--- src/rtl/uart_tx_configuravel_if.sv ---
`default_nettype none
// +-------------------------------------------------------------------------+
// | uart_tx_configuravel_if                                                 |
// | Write/status bundle between the frame formatter and the UART TX core.   |
// | Revision: 1.0                                                           |
// +-------------------------------------------------------------------------+
interface uart_tx_configuravel_if #(
  parameter int DATA_BITS = 8
);
  logic                 haDadosParaTransmitir;
  logic [DATA_BITS-1:0] byteASerTransmitido;
  logic                 filaCheia;
  logic                 filaVazia;
  logic                 erroEstouro;
  logic                 indicaTransmissao;
  logic                 bitSerialAtual;
  logic                 bitsEstaoEnviados;

  modport master (
    output haDadosParaTransmitir,
    output byteASerTransmitido,
    input  filaCheia,
    input  filaVazia,
    input  erroEstouro,
    input  indicaTransmissao,
    input  bitSerialAtual,
    input  bitsEstaoEnviados
  );

  modport slave (
    input  haDadosParaTransmitir,
    input  byteASerTransmitido,
    output filaCheia,
    output filaVazia,
    output erroEstouro,
    output indicaTransmissao,
    output bitSerialAtual,
    output bitsEstaoEnviados
  );
endinterface
`default_nettype wire

--- src/rtl/uart_tx_configuravel.sv ---
`default_nettype none
// +-------------------------------------------------------------------------+
// | uart_tx_configuravel                                                    |
// | FIFO-fed UART transmitter: 5..9 data bits, optional parity, 1/2 stops.  |
// | Revision: 1.0                                                           |
// +-------------------------------------------------------------------------+
module uart_tx_configuravel #(
  parameter int CLOCKS_POR_BIT = 5209,
  parameter int DATA_BITS      = 8,
  parameter int PARITY         = 0,
  parameter int STOP_BITS      = 1,
  parameter int FIFO_DEPTH     = 4
) (
  input  logic                    clock,
  input  logic                    resetN,
  uart_tx_configuravel_if.slave   tx
);

  localparam int BAUD_W = (CLOCKS_POR_BIT > 1) ? $clog2(CLOCKS_POR_BIT) : 1;
  localparam int PTR_W  = (FIFO_DEPTH > 1) ? $clog2(FIFO_DEPTH) : 1;
  localparam int CNT_W  = $clog2(FIFO_DEPTH + 1);
  localparam int IDX_W  = $clog2(DATA_BITS);

  localparam logic [BAUD_W-1:0] C_BAUD_LAST = BAUD_W'(CLOCKS_POR_BIT - 1);
  localparam logic [BAUD_W-1:0] C_BAUD_PRE  = BAUD_W'(CLOCKS_POR_BIT - 2);
  localparam logic [IDX_W-1:0]  C_DATA_LAST = IDX_W'(DATA_BITS - 1);
  localparam logic [IDX_W-1:0]  C_STOP_LAST = IDX_W'(STOP_BITS - 1);
  localparam logic [CNT_W-1:0]  C_FULL      = CNT_W'(FIFO_DEPTH);

  typedef enum logic [2:0] {
    OCIOSO   = 3'd0,
    INICIO   = 3'd1,
    DADOS    = 3'd2,
    PARIDADE = 3'd3,
    PARADA   = 3'd4
  } estado_t;

  // FIFO storage and bookkeeping
  logic [DATA_BITS-1:0] mem_q [FIFO_DEPTH];
  logic [PTR_W-1:0]     wr_ptr_q, rd_ptr_q;
  logic [CNT_W-1:0]     count_q, count_d;
  logic                 cheia_q, vazia_q, erro_q;

  // Transmit engine
  estado_t              estado_q;
  logic [BAUD_W-1:0]    baud_q;
  logic [IDX_W-1:0]     idx_q;
  logic [DATA_BITS-1:0] shift_q;
  logic                 parity_q;
  logic                 line_q, ind_q, pulse_q;

  logic                 push_w, pop_w, baud_last_w, frame_end_w;
  logic [DATA_BITS-1:0] head_w;

  assign head_w      = mem_q[rd_ptr_q];
  assign baud_last_w = (baud_q == C_BAUD_LAST);
  assign frame_end_w = (estado_q == PARADA) && baud_last_w && (idx_q == C_STOP_LAST);
  assign push_w      = tx.haDadosParaTransmitir && !cheia_q;
  // Pops happen from idle, or at the last stop cycle so frames run back-to-back
  assign pop_w       = !vazia_q && ((estado_q == OCIOSO) || frame_end_w);

  always_comb begin
    count_d = count_q;
    if (push_w && !pop_w) begin
      count_d = count_q + 1'b1;
    end else if (!push_w && pop_w) begin
      count_d = count_q - 1'b1;
    end
  end

  always_ff @(posedge clock) begin
    if (push_w) begin
      mem_q[wr_ptr_q] <= tx.byteASerTransmitido;
    end
  end

  always_ff @(posedge clock or negedge resetN) begin
    if (!resetN) begin
      wr_ptr_q <= '0;
      rd_ptr_q <= '0;
      count_q  <= '0;
      cheia_q  <= 1'b0;
      vazia_q  <= 1'b1;
      erro_q   <= 1'b0;
    end else begin
      if (push_w) wr_ptr_q <= wr_ptr_q + 1'b1;
      if (pop_w)  rd_ptr_q <= rd_ptr_q + 1'b1;
      count_q <= count_d;
      cheia_q <= (count_d == C_FULL);
      vazia_q <= (count_d == '0);
      if (tx.haDadosParaTransmitir && cheia_q) erro_q <= 1'b1;
    end
  end

  always_ff @(posedge clock or negedge resetN) begin
    if (!resetN) begin
      estado_q <= OCIOSO;
      baud_q   <= '0;
      idx_q    <= '0;
      shift_q  <= '0;
      parity_q <= 1'b0;
      line_q   <= 1'b1;
      ind_q    <= 1'b0;
      pulse_q  <= 1'b0;
    end else begin
      pulse_q <= 1'b0;
      case (estado_q)
        OCIOSO: begin
          if (pop_w) begin
            shift_q  <= head_w;
            parity_q <= (^head_w) ^ (PARITY == 2);
            baud_q   <= '0;
            idx_q    <= '0;
            estado_q <= INICIO;
            line_q   <= 1'b0;
            ind_q    <= 1'b1;
          end else begin
            line_q <= 1'b1;
            ind_q  <= 1'b0;
          end
        end
        INICIO: begin
          if (baud_last_w) begin
            baud_q   <= '0;
            estado_q <= DADOS;
            line_q   <= shift_q[0];
          end else begin
            baud_q <= baud_q + 1'b1;
          end
        end
        DADOS: begin
          if (baud_last_w) begin
            baud_q <= '0;
            if (idx_q == C_DATA_LAST) begin
              idx_q <= '0;
              if (PARITY != 0) begin
                estado_q <= PARIDADE;
                line_q   <= parity_q;
              end else begin
                estado_q <= PARADA;
                line_q   <= 1'b1;
              end
            end else begin
              idx_q   <= idx_q + 1'b1;
              shift_q <= shift_q >> 1;
              line_q  <= shift_q[1];
            end
          end else begin
            baud_q <= baud_q + 1'b1;
          end
        end
        PARIDADE: begin
          if (baud_last_w) begin
            baud_q   <= '0;
            idx_q    <= '0;
            estado_q <= PARADA;
            line_q   <= 1'b1;
          end else begin
            baud_q <= baud_q + 1'b1;
          end
        end
        PARADA: begin
          // Raise the pulse one edge early so it occupies the final stop cycle
          if ((baud_q == C_BAUD_PRE) && (idx_q == C_STOP_LAST)) begin
            pulse_q <= 1'b1;
          end
          if (frame_end_w) begin
            baud_q <= '0;
            idx_q  <= '0;
            if (pop_w) begin
              shift_q  <= head_w;
              parity_q <= (^head_w) ^ (PARITY == 2);
              estado_q <= INICIO;
              line_q   <= 1'b0;
            end else begin
              estado_q <= OCIOSO;
              line_q   <= 1'b1;
              ind_q    <= 1'b0;
            end
          end else if (baud_last_w) begin
            baud_q <= '0;
            idx_q  <= idx_q + 1'b1;
          end else begin
            baud_q <= baud_q + 1'b1;
          end
        end
        default: begin
          estado_q <= OCIOSO;
          line_q   <= 1'b1;
          ind_q    <= 1'b0;
        end
      endcase
    end
  end

  assign tx.filaCheia         = cheia_q;
  assign tx.filaVazia         = vazia_q;
  assign tx.erroEstouro       = erro_q;
  assign tx.indicaTransmissao = ind_q;
  assign tx.bitSerialAtual    = line_q;
  assign tx.bitsEstaoEnviados = pulse_q;

endmodule
`default_nettype wire

--- src/flat_wrapper.sv ---
// flat-port wrapper written by rule: the top's interface ports become plain ports
module uart_tx_configuravel_flat 
#(
  parameter int CLOCKS_POR_BIT = 5209,
  parameter int DATA_BITS      = 8,
  parameter int PARITY         = 0,
  parameter int STOP_BITS      = 1,
  parameter int FIFO_DEPTH     = 4
)
  (clock, resetN, tx_haDadosParaTransmitir, tx_byteASerTransmitido, tx_filaCheia, tx_filaVazia, tx_erroEstouro, tx_indicaTransmissao, tx_bitSerialAtual, tx_bitsEstaoEnviados);
  uart_tx_configuravel_if #(.DATA_BITS(DATA_BITS)) tx_i ();
  input  logic clock;
  input  logic resetN;
  input wire logic [$bits(tx_i.haDadosParaTransmitir)-1:0] tx_haDadosParaTransmitir;
  input wire logic [$bits(tx_i.byteASerTransmitido)-1:0] tx_byteASerTransmitido;
  output wire logic [$bits(tx_i.filaCheia)-1:0] tx_filaCheia;
  output wire logic [$bits(tx_i.filaVazia)-1:0] tx_filaVazia;
  output wire logic [$bits(tx_i.erroEstouro)-1:0] tx_erroEstouro;
  output wire logic [$bits(tx_i.indicaTransmissao)-1:0] tx_indicaTransmissao;
  output wire logic [$bits(tx_i.bitSerialAtual)-1:0] tx_bitSerialAtual;
  output wire logic [$bits(tx_i.bitsEstaoEnviados)-1:0] tx_bitsEstaoEnviados;
  assign tx_i.haDadosParaTransmitir = tx_haDadosParaTransmitir;
  assign tx_i.byteASerTransmitido = tx_byteASerTransmitido;
  assign tx_filaCheia = tx_i.filaCheia;
  assign tx_filaVazia = tx_i.filaVazia;
  assign tx_erroEstouro = tx_i.erroEstouro;
  assign tx_indicaTransmissao = tx_i.indicaTransmissao;
  assign tx_bitSerialAtual = tx_i.bitSerialAtual;
  assign tx_bitsEstaoEnviados = tx_i.bitsEstaoEnviados;
  uart_tx_configuravel #(.CLOCKS_POR_BIT(CLOCKS_POR_BIT), .DATA_BITS(DATA_BITS), .PARITY(PARITY), .STOP_BITS(STOP_BITS), .FIFO_DEPTH(FIFO_DEPTH)) u_core (.clock(clock), .resetN(resetN), .tx(tx_i));
endmodule
--- config.mk ---
export PLATFORM = sky130hd
export DESIGN_NAME = uart_tx_configuravel_flat
export DESIGN_NICKNAME = d
export VERILOG_FILES = /design/src/rtl/uart_tx_configuravel_if.sv /design/src/rtl/uart_tx_configuravel.sv /design/src/flat_wrapper.sv
export SDC_FILE = /design/constraint.sdc
export NUM_CORES = 1
export LEC_CHECK = 0
export CORE_UTILIZATION = 30
export CTS_CLUSTER_DIAMETER = 40
export DETAILED_ROUTE_END_ITERATION = 7
export DONT_BUFFER_PORTS = 1
export GPL_TIMING_DRIVEN = 0
export PLACE_DENSITY = 0.48
export RECOVER_POWER = 100
export REMOVE_ABC_BUFFERS = 1
export SLEW_MARGIN = 15
export SYNTH_ARGS = -nofsm -noshare
export SYNTH_HDL_FRONTEND = slang
export SYNTH_SLANG_ARGS = --single-unit
--- constraint.sdc ---
create_clock -name clock -period 2.1 [get_ports clock]
set_input_delay 0.525 -clock clock [delete_from_list [all_inputs] [get_ports clock]]
set_output_delay 0.525 -clock clock [all_outputs]
set_load 0.01 [all_outputs]
* Word level (Yosys, flattened, before mapping)
Memories as Yosys holds them, arrays and structs flattened.
Cells that the tools add are included.
** Cells by class
- $add $sub $neg :: 6
- Equality and inequality tests :: 17
- Mux-type cells :: 41
- Bitwise operators :: 1
- Reduce and logical (&&, ||, !) cells :: 26
** Operators by type and width (count)
- 3-bit two-way mux :: 14
- 13-bit two-way mux :: 3
- 13-bit one-hot mux with 3 select lines :: 1
- 8-bit two-way mux :: 4
- 13-bit == test (second input constant) :: 2
- 8-bit one-hot mux with 3 select lines :: 1
- 3-bit one-hot mux with 5 select lines :: 1
- 1-bit two-way mux :: 14
- 13-bit by 1-bit adder with 13-bit output (second input constant) :: 1
- 2-bit by 1-bit inequality test with 1-bit output (second input constant) :: 6
- 3-bit one-hot mux with 4 select lines :: 1
- 3-bit == test (second input constant) :: 3
- 3-bit logical NOT :: 3
- 1-bit logical AND :: 8
- 4-bit AND reduction :: 2
- 3-bit by 1-bit adder with 3-bit output (second input constant) :: 2
- 3-bit by 2-bit == test with 1-bit output (second input constant) :: 2
- 6-bit AND reduction :: 1
- 3-bit nonzero test :: 2
- 1-bit one-hot mux with 5 select lines :: 1
- 5-bit AND reduction :: 1
- 2-bit by 1-bit adder with 2-bit output (second input constant) :: 2
- 1-bit logical NOT :: 4
- 2-bit inequality test (second input constant) :: 2
- other kinds (10) :: 10
** Word-level totals
- Bits in registers :: 40
- RAM bits :: 32
- Input bits :: 11
- Output and inout port bits :: 6
- Memories kept :: 1
** Memory list
- u_core.mem_q :: words 4, bits a word 8, read ports 1, clocked after Yosys merged registers in 0, wr ports 1, line uart_tx_configuravel.sv:39 : logic [DATA_BITS-1:0] mem_q [FIFO_DEPTH];

* Longest topological paths before layout
- Depth after elaboration :: 9
- Depth in mapped cells :: 8

* Least setup slack after synthesis
Ideal clock, no wire load.
- Path kind :: register to register
- Start point :: register u_core.estado_q[2]
- End point :: register u_core.shift_q[0]
- Arrival time :: 1801 ps
- Required time :: 1973 ps
- Setup slack :: 171 ps
- Cell stages (with the launch flop) :: 7
- Path buffers :: 1
- Period minus slack after synthesis :: 1929 ps
- Cell sequence :: dfrtp_1 > buf_6 > inv_1 > nand2_1 > nor2_1 > mux2_2 > mux2_1
** On the way
- Longest elaborated chain between the ends :: 8
- Elaborated cells on any way between the ends :: 15
- Classes of those cells :: 5 x eq/ne; 3 x mux; 7 x reduce/logical
** Ends and longest elaborated chain
- from (decl) :: line uart_tx_configuravel.sv:45 : estado_t estado_q;
- from (signal assigned) :: line uart_tx_configuravel.sv:97 : estado_q <= OCIOSO;
- from (signal assigned) :: line uart_tx_configuravel.sv:114 : estado_q <= INICIO;
- from (signal assigned) :: line uart_tx_configuravel.sv:125 : estado_q <= DADOS;
- 3-bit == test :: line uart_tx_configuravel.sv:57, uart_tx_configuravel.sv:107
- 1-bit logical AND (2 in a row) :: line uart_tx_configuravel.sv:57 : assign frame_end_w = (estado_q == PARADA) && baud_last_w && (idx_q == C_STOP_LAST);
- 1-bit logical OR :: line uart_tx_configuravel.sv:60 : assign pop_w = !vazia_q && ((estado_q == OCIOSO) || frame_end_w);
- 1-bit logical AND :: line uart_tx_configuravel.sv:60
- 8-bit two-way mux (2 in a row)
- 8-bit one-hot mux with 3 select lines :: line uart_tx_configuravel.sv:107 : case (estado_q)
- to (signal assigned) :: line uart_tx_configuravel.sv:110 : shift_q <= head_w;
- to (signal assigned) :: line uart_tx_configuravel.sv:145 : shift_q <= shift_q >> 1;
- to (signal assigned) :: line uart_tx_configuravel.sv:171 : shift_q <= head_w;
- to (decl) :: line uart_tx_configuravel.sv:48 : logic [DATA_BITS-1:0] shift_q;
Several ways; a longest one is shown, not always the timed one. The select of a mux whose other input is x is not followed.
A chain may end at the register's enable or synchronous reset.

* Worst setup path in the final report
- Start point :: register u_core.baud_q[0]
- End point :: register u_core.shift_q[0]
** On the way
- Longest elaborated chain between the ends :: 8
- Elaborated cells on any way between the ends :: 11
- Classes of those cells :: 3 x eq/ne; 3 x mux; 5 x reduce/logical
** Ends and longest elaborated chain
- from (decl) :: line uart_tx_configuravel.sv:46 : logic [BAUD_W-1:0] baud_q;
- from (signal assigned) :: line uart_tx_configuravel.sv:128 : baud_q <= baud_q + 1'b1;
- from (signal assigned) :: line uart_tx_configuravel.sv:149 : baud_q <= baud_q + 1'b1;
- from (signal assigned) :: line uart_tx_configuravel.sv:159 : baud_q <= baud_q + 1'b1;
- 13-bit == test * :: line uart_tx_configuravel.sv:56 : assign baud_last_w = (baud_q == C_BAUD_LAST);
- 1-bit logical AND (2 in a row) :: line uart_tx_configuravel.sv:57
- 1-bit logical OR :: line uart_tx_configuravel.sv:60
- 1-bit logical AND :: line uart_tx_configuravel.sv:60
- 8-bit two-way mux (2 in a row)
- 8-bit one-hot mux with 3 select lines
Every way passes the cells marked *; elsewhere a longest branch is shown, timed or not. The select of a mux whose other input is x is not followed.

==> metrics.yaml <==
synthesis:
  synth_top_area_cell: "edfxtp_1"
  synth_top_area_frac: 0.270
  synth_cell_types: 56
  ys_ff_latch: 72
  ys_top_cells_by_area: "edfxtp_1 27%, dfrtp_1 27%, mux4_2 5.7%"
  synth_seq_area_share: 0.551
  synth_async_sr_flop_share: 0.556
  yosysWarningCount: 0
  syn_avg_cell_area_sq_um: 12.6
  synth_cells: 282
  synth_edf_count: 32
  netlist_area_sq_mm: 0.00356
  ys.flop_type: "dfrtp_1"
timing:
  slew-limit-headroom: 0.333
  worstMarginPinSlew_ns: 1.00
  timing.fmax_mhz: 502
  rsz0062_at_grt: "true"
  timing.final.crit_share: 0.949
  skew_ns: 0.00661
  fin_setup_tns_ns: 0
  hold_viol_final: 0
  setup_violations: 0
  final_max_slew_viol_count: 0
  fin_crit_ns: 1.99
final_layout:
  area_growth_pct: 16.8
  fillCellCount: 1122
  final_nets: 319
  final_common_cell: "dfrtp_1"
  utilization: 0.361
  drive_above_1_share: 0.268
  fin_cells: 445
  layout_common_cells: "35 x dfrtp_1, 32 x edfxtp_1, 24 x nor2_1"
  antenna_cells: 0
clock_network:
  numCtsBuffers: 9
  clkLatencyLatePin_ns: 0.34
  cts-root-buf: "clkbuf_16"
  cts_tree: "built"
  h-tree-depth: 3
  cts_buffer_depth: 2
  cts.sinks: 72
  clk_pin_slew_ns: 0.06
worst_hold_path:
  hp-class: "in2async"
route:
  drc_errors: 4
  via_per_inst: 4.95
  ant_nets: 0
  dr.pass1.iters: 6
  wl_microns: 7020
  dr.first_iter.drc_count: 132
  wl_per_cell_microns: 15.8
  via_count: 2203
floorplanning:
  start_util: 0.310
  die_y_microns: 111
  rows: 39
  die_w_microns: 111
  dieArea_sq_mm: 0.0123
  ios: 17
  core_area_sq_mm: 0.0115
global_route:
  antenna_found_initial: 0
  grt_max_degree: 39
  grtUsageTotal: 0.123
  grt_pass1_vias: 2233
  grt_pass1_wl_microns: 11400
  grt-ovfl-total: 0
run_status:
  run_status: "finished, violations left"
  violations: "DRC"
worst_setup_path:
  crit_path_end_kind: "register"
  path_max_fanout: 8
  cp_data_required_time_ns: 2.33
  start_kind: "register"
  worstSetupPathType: "reg2reg"
  crit_arrival_ns: 2.22
place:
  dp_cells: 413
  place_hpwl_microns: 4380
  gp_congestion: 0.730
  portBuffers: 0
power:
  power_density_mw_per_mm2: 1190
  power_mw: 4.96
  vdd_ir_drop_max_mv: 0.703
  p_leak_nw: 1.56
flow_run:
  cap_viol_max_count: 0
layout make-up:
| class | count | area, sq um | area share |
|---|---|---|---|
| multi-input cells | 182 | 1550 | 0.372 |
| well taps | 143 | 179 | 0.0430 |
| flip-flops and latches | 72 | 1970 | 0.473 |
| clock buffers | 9 | 225 | 0.0541 |
| repair buffers | 15 | 113 | 0.0271 |
| clock inverters | 7 | 63.8 | 0.0153 |
| inverters | 17 | 63.8 | 0.0153 |
worst max-delay path: stages (launching register included):
cell     delay, ns
dfrtp_1       0.42
inv_2         0.08
ha_1          0.14
and4b_2       0.27
nand3_4       0.14
o21ai_2       0.18
a32o_2        0.30
mux2_1        0.35
path summary, 6_finish.rpt:
| check | cells past startpoint | slack, ns | from | endpoint |
|---|---|---|---|---|
| max | 7 | 0.11 | u_core.baud_q[0]$_DFFE_PN0P_ | u_core.shift_q[0]$_DFFE_PN0P_ |
| min | 0 | 0.02 | resetN | u_core.tx.bitSerialAtual$_DFFE_PN1P_ |
| max reg2reg | 7 | 0.11 | u_core.baud_q[0]$_DFFE_PN0P_ | u_core.shift_q[0]$_DFFE_PN0P_ |
| min reg2reg | 1 | 0.48 | u_core.shift_q[3]$_DFFE_PN0P_ | u_core.shift_q[3]$_DFFE_PN0P_ |
| max in group asynchronous | 1 | 1.07 | resetN | u_core.rd_ptr_q[0]$_DFFE_PN0P_ |
| min in group clock | 0 | 0.27 | tx_byteASerTransmitido[4] | u_core.mem_q[3][4]$_DFFE_PP_ |
state kept, by name (all words and copies together), names as in the netlist:
register / count
u_core.tx.filaCheia: 1
u_core.rd_ptr_q: 2
u_core.tx.indicaTransmissao: 1
u_core.tx.bitsEstaoEnviados: 1
u_core.tx.erroEstouro: 1
u_core.mem_q: 32
u_core.baud_q: 13
u_core.idx_q: 3
u_core.count_q: 3
u_core.tx.bitSerialAtual: 1
u_core.estado_q: 3
u_core.wr_ptr_q: 2
u_core.tx.filaVazia: 1
u_core.shift_q: 8
cells by family after synthesis:
family / after synthesis / synth area share
AND/OR/NAND/NOR: 87 / 0.138
flip-flops: 72 / 0.551
AO/OA/AOI/OAI: 46 / 0.0920
buffers and inverters: 29 / 0.0449
multiplexers: 23 / 0.101
XOR/XNOR: 14 / 0.0344
adder cells (fa/ha/maj): 11 / 0.0386
metrics by stage:
| stage | area, sq um | hold WS (ns) | setup slack [ns] |
|---|---|---|---|
| after floorplan | 3470 | 0.229 | -0.0328 |
| after global placement | 3650 | 0.230 | -0.489 |
| after detailed placement | 3650 | 0.230 | -0.474 |
| after CTS | 4000 | 0.00608 | 0.0206 |
| after global routing | 4160 | 0.00611 | -0.0112 |
| final | 4160 | 0.0239 | 0.108 |
routing by layer:
metal / part of all wire / track usage / up-vias / wire length, microns
met5: 0 / 0 / - / 0
li1: - / - / 1060 / -
met2: 0.48 / 0.194 / 34 / 3350
met4: 0.018 / 0.0575 / 0 / 129
met1: 0.45 / 0.150 / 1099 / 3190
met3: 0.050 / 0.0459 / 10 / 354
Yosys cell counts, types with 2 or more instances:
library cell	number
clkbuf_1	3
buf_6	6
mux4_2	9
o211ai_1	4
o21a_1	3
mux2_2	9
dfstp_2	2
a211oi_2	2
nor2b_1	3
nand3_1	9
or3_1	3
a21oi_1	9
xnor2_1	14
mux2_1	5
a32o_1	2
ha_1	11
dfrtp_1	38
nor2_1	26
o22ai_1	4
nand3b_1	2
inv_1	17
nand2b_1	2
and2_1	4
edfxtp_1	32
o31a_1	2
nor3_1	6
buf_2	2
o21ai_0	9
nor3_2	2
nand2_1	14
nor4b_1	3
report_power, final:
| group | leakage (nW) | switching (mW) | total [mW] | internal (mW) |
|---|---|---|---|---|
| sequential | 0.790 | 0.348 | 2.21 | 1.86 |
| combinational | 0.632 | 0.593 | 1.28 | 0.692 |
| clock | 0.136 | 0.646 | 1.47 | 0.823 |
timing repair:
item / 4_1_cts / 5_1_grt
setup endpoints to repair: 25 / 20
hold buffers: 1 / 1
gates resized for setup: 8 / 18
cloned: 0 / 1
hold endpoints to repair: 38 / 1
buffers inserted: 2 / 11
pin swaps: 2 / 6
(Power assumes the default switching activity.)
